<file path="src/rtl/rv_reverse_delay_line.sv">
// rv_reverse_delay_line
//
// Chain of STAGES ready/valid reverse (skid) buffers. Each stage registers
// only the backward ready path. Valid and data pass straight through a stage
// while it is empty. A stage parks a word only when the word is offered and
// the downstream side is not ready. When every stage is empty the chain is a
// zero-latency wire. It holds at most STAGES words.
//
// Handshake: a word moves across any boundary on a rising edge where both
// valid and ready are high on that boundary. Valid never depends on ready.
// Ready toward upstream comes only from stage 0's registered state (and
// clear).
//
// Ports:
//   clock_port         rising-edge clock
//   reset_port         asynchronous active-low reset
//   input_port_data    upstream payload
//   input_port_valid   upstream valid
//   input_port_ready   ready to upstream (stage 0 empty, not clearing)
//   output_port_data   downstream payload
//   output_port_valid  downstream valid (forced low during clear)
//   output_port_ready  downstream ready
//   clear              synchronous flush; buffered words are dropped
//   occupancy          number of occupied stages (only with
//                      RV_REVERSE_OCCUPANCY_EN defined)
//
// Optional feature macro: RV_REVERSE_OCCUPANCY_EN
module rv_reverse_delay_line #(
  parameter int DATA_WIDTH = 8,
  parameter int STAGES     = 5
) (
  input  logic                  clock_port,
  input  logic                  reset_port,
  input  logic [DATA_WIDTH-1:0] input_port_data,
  input  logic                  input_port_valid,
  output logic                  input_port_ready,
  output logic [DATA_WIDTH-1:0] output_port_data,
  output logic                  output_port_valid,
  input  logic                  output_port_ready,
  input  logic                  clear
`ifdef RV_REVERSE_OCCUPANCY_EN
  ,
  output logic [$clog2(STAGES+1)-1:0] occupancy
`endif
);

  // Registered occupancy flags of all stages, index 0 nearest the input.
  logic [STAGES-1:0] buf_valid;
`ifdef RV_REVERSE_OCCUPANCY_EN
  logic [STAGES-1:0] buf_valid_next;
`endif

  for (genvar i = 0; i < STAGES; i++) begin : g_stage
    logic                  in_valid;
    logic [DATA_WIDTH-1:0] in_data;
    logic                  out_valid;
    logic [DATA_WIDTH-1:0] out_data;
    logic                  out_ready;
    logic                  bv_q;
    logic                  bv_d;
    logic [DATA_WIDTH-1:0] buf_data;
    logic                  capture;
    logic                  drain;

    // In-side: the ports for stage 0, otherwise the previous stage's out-side.
    if (i == 0) begin : g_head
      assign in_valid = input_port_valid;
      assign in_data  = input_port_data;
    end else begin : g_link
      assign in_valid = g_stage[i-1].out_valid;
      assign in_data  = g_stage[i-1].out_data;
    end

    // Out-side ready: the next stage's registered emptiness, so the ready path
    // never ripples combinationally through the chain.
    if (i == STAGES - 1) begin : g_tail
      assign out_ready = output_port_ready;
    end else begin : g_mid
      assign out_ready = ~buf_valid[i+1];
    end

    assign out_valid = bv_q | in_valid;
    assign out_data  = bv_q ? buf_data : in_data;

    // in_ready of this stage is ~bv_q, so capture needs an empty stage and
    // drain needs a full one: the two can never coincide.
    assign capture = in_valid & ~bv_q & ~out_ready;
    assign drain   = bv_q & out_ready;

    always_comb begin
      bv_d = bv_q;
      if (clear) begin
        bv_d = 1'b0;
      end else if (capture) begin
        bv_d = 1'b1;
      end else if (drain) begin
        bv_d = 1'b0;
      end
    end

    always_ff @(posedge clock_port or negedge reset_port) begin
      if (!reset_port) begin
        bv_q     <= 1'b0;
        buf_data <= '0;
      end else begin
        bv_q <= bv_d;
        if (!clear && capture) begin
          buf_data <= in_data;
        end
      end
    end

    assign buf_valid[i] = bv_q;
`ifdef RV_REVERSE_OCCUPANCY_EN
    assign buf_valid_next[i] = bv_d;
`endif
  end

  assign input_port_ready  = ~buf_valid[0] & ~clear;
  assign output_port_valid = g_stage[STAGES-1].out_valid & ~clear;
  assign output_port_data  = g_stage[STAGES-1].out_data;

`ifdef RV_REVERSE_OCCUPANCY_EN
  localparam int OCC_W = $clog2(STAGES + 1);

  function automatic logic [OCC_W-1:0] popcount(input logic [STAGES-1:0] v);
    logic [OCC_W-1:0] c;
    c = '0;
    for (int k = 0; k < STAGES; k++) begin
      c = c + OCC_W'(v[k]);
    end
    return c;
  endfunction

  // Tracks the flags' next state so it moves on exactly the same edges;
  // clear already zeroes every next flag.
  always_ff @(posedge clock_port or negedge reset_port) begin
    if (!reset_port) begin
      occupancy <= '0;
    end else begin
      occupancy <= popcount(buf_valid_next);
    end
  end

  occupancy_matches_flags : assert property (
    @(posedge clock_port) disable iff (!reset_port)
    occupancy == popcount(buf_valid)
  );
`endif

endmodule

</file>
<file path="config.mk">
export PLATFORM = sky130hd
export DESIGN_NAME = rv_reverse_delay_line
export DESIGN_NICKNAME = d
export VERILOG_FILES = /design/src/rtl/rv_reverse_delay_line.sv
export SDC_FILE = /design/constraint.sdc
export NUM_CORES = 1
export LEC_CHECK = 0
export ABC_AREA = 0
export CORE_MARGIN = 2
export CORE_UTILIZATION = 45
export DETAILED_ROUTE_END_ITERATION = 10
export PLACE_DENSITY = 0.61
export SYNTH_ARGS = -nofsm -noshare
export SYNTH_HDL_FRONTEND = slang
export SYNTH_SLANG_ARGS = --single-unit
</file>
<file path="constraint.sdc">
create_clock -name clock_port -period 2.2 [get_ports clock_port]
set_input_delay 0.33 -clock clock_port [delete_from_list [all_inputs] [get_ports clock_port]]
set_output_delay 0.33 -clock clock_port [all_outputs]
set_load 0.03 [all_outputs]
</file>
==> run metrics <==
DR iter-0 viols=53; Core Region=5200 um^2; Die ar.=6080 um^2; ys flop type=dfrtp_1; Via-to-Cell Ratio=5.22; vias in the first global route=1626; most common cell after layout, fill and taps aside=dfrtp_1; CTS clk-pin slew, worst paths=around 0.09 ns; critical path class=register to output pin; asr flop ratio synth=1.00; Critical Path RT=1.87 ns; syn avg cell area=10.3 um^2; worst vdd ir=slightly below 0.4 mV; pre-CTS WS=-0.209 ns; cells on worst reg2reg path=4; most frequent CP cell=buf_4; part of the cycle the worst path needs=0.980; leakage=0.00142 uW; MaxCap Viol Count=0; reg-to-reg setup timing slack=0.47 ns; worst r2r src=g_stage[0].bv_q; Fill cells=513; Slew Limit Fails=0; Avg WL per Cell=13.9 um; Worst path depth=5; delay-heaviest family, CP=simple AND/OR/NAND/NOR gates; register bit total from synthesis=45; Syn Nets=252; Final Critical Period=~2.2 ns; relative slew slack=0.616; Clock Tree Root=clkbuf_8; setup ws final=0.0432 ns; io pins=23; critical path fanouts, max=8; Area Growth Syn to Fin=18.7%; sequential share of the synthesized area=0.457; Mapped Cells=239; FF+latch area=about 1100 um^2; Mapped Area=2460 um^2; diode count=0; CTS tree=done; commonest cells after routing, fill and taps aside=dfrtp_1, inv_1, nand2b_1, mux2_2, buf_4; Unique masters post-synth=28; multi-input logic area=1180 um^2; DRC viols=0; cts hold-fix bufs=0; DIE WIDTH=78.0 um; Pre-antenna DRT Iters=4; critical-path cell list=or3_1 -> buf_4 -> nor2_1 -> o32ai_1 -> buf_4; Vias=1753; P per Cell Area=684 nW/um^2; RSZ-0062 raised after global routing=yes; slowest stage cell, crit path=dfrtp_2; Yosys Warn Count=0; largest net degree at the start of global routing=46; CP peak stage delay=0.45 ns; critical path startpoint category=register; Critical Path AT=around 1.8 ns; final antenna-violating net count=0; status=complete, no violations; Die H=78.0 um; clock sink count=45; Hold WC Path Type=input port to asynchronous set/reset pin; GRT Resource Usage Total=0.167; Post-CTS Setup Bufs=0; site row count=26; overall power consumption=2000 uW; Design Area, Final=2920 um^2; first-pass GRT wire length=8110 um; Fmax=464 MHz; element type at the critical path end=output pin; Port Buf Inserts=22; CTS Buffer Depth=2; reg2reg end=g_stage[3].buf_data[6]; GP Congestion=0.800; layout cell share with drive strength beyond 1=0.267; Setup Skew=between 0.009 and 0.01 ns; Worst-Margin Slew=0.575 ns; final setup violation count=0; Starting Density=0.473; H-tree depth=2; Total Wirelength=4670 um; clk_lat worst skew=0.30 ns; Buf/Inv on CP=2; Detailed Place HPWL=3520 um; Placed Area=2770 um^2; Post-synth EDFFs=0; # nets final=about 280; grt total ovfl=0; Fin. Hold Viols=0; initial antenna violation count=0; TritonCTS Buffers=5
## synthesized netlist by cell type (all sizes together) (2+ instances only)
master | n | area (um^2)
o211ai | 6 | 45.0
o32ai | 14 | 123
or3 | 3 | 18.8
nand2b | 25 | 156
inv | 27 | 101
o221ai | 10 | 87.6
o22ai | 9 | 56.3
buf | 11 | 60.1
or2 | 2 | 12.5
nor2 | 11 | 41.3
mux2i | 16 | 160
dfrtp | 45 | 1130
nand2 | 7 | 26.3
nor3 | 5 | 30.0
mux2 | 24 | 270
clkbuf | 6 | 22.5
o21ai | 10 | 50.1
## timing repair
action | in CTS | in global routing
gates resized for setup | 7 | 9
gates cloned | 0 | 0
setup endpoints to repair | 8 | 8
## metal layers
metal  global-route usage  share of wire  up-vias
met5                    0              0        -
met4               0.0439         0.0062        0
met3               0.0419          0.043        4
met2                0.235           0.44       38
met1                0.256           0.51      802
li1                     -              -      909
## worst max path at each step
stage	startpoint	endpoint
2_1_floorplan	g_stage[4].bv_q	output_port_data[3]
3_3_place_gp	input_port_data[4]	output_port_data[4]
3_5_place_dp	input_port_valid	output_port_valid
4_1_cts	g_stage[2].bv_q	output_port_data[4]
5_1_grt	g_stage[2].bv_q	output_port_data[6]
6_report	g_stage[2].bv_q	output_port_data[1]
## cells by family (layout without fill, tap and decap cells)
| logic type | Yosys count | count (layout) | share of synthesized area |
|---|---|---|---|
| mux | 40 | 40 | 0.175 |
| simple gates | 59 | 59 | 0.137 |
| flops | 45 | 45 | 0.457 |
| buf+inv | 44 | 71 | 0.0747 |
| compound gates | 51 | 51 | 0.156 |
## worst reg2reg max path, cell delays in order (launching register included)
cell and delay (ns):
dfrtp_1 0.43, or4_4 0.56, buf_4 0.19, nand4_2 0.25
mux2i_1 0.22
## sequential cells by signal, summed over array words and instances (netlist names)
signal	flops
g_stage.buf_data	40
g_stage.bv_q	5
## where the power goes
group          internal, uW  switching (uW)  leakage, uW
logic                   167             181     0.000814
clock network           370             289    0.0000574
registers               938            53.4     0.000554
total                  1470             524      0.00142
## metrics by stage
step | hold slack, ns | utilization | cells | setup TNS, ns
floorplan | 0.0344 | - | 239 | 0
global placement | 0.456 | 0.532 | 328 | -0.394
detailed placement | 0.462 | 0.532 | 328 | -0.410
CTS | 0.125 | 0.557 | 336 | 0
global route | 0.155 | 0.562 | 336 | -0.110
finish | 0.0986 | 0.562 | 336 | 0
## layout make-up
class / count / area share
multi-input combinational: 150 / 0.405
clock buffer: 6 / 0.0283
tap: 70 / 0.0300
sequential: 45 / 0.386
clock inverter: 2 / 0.0128
inverter: 27 / 0.0347
timing repair buffer: 36 / 0.104
No activity file was read; power rests on OpenSTA's default activity.
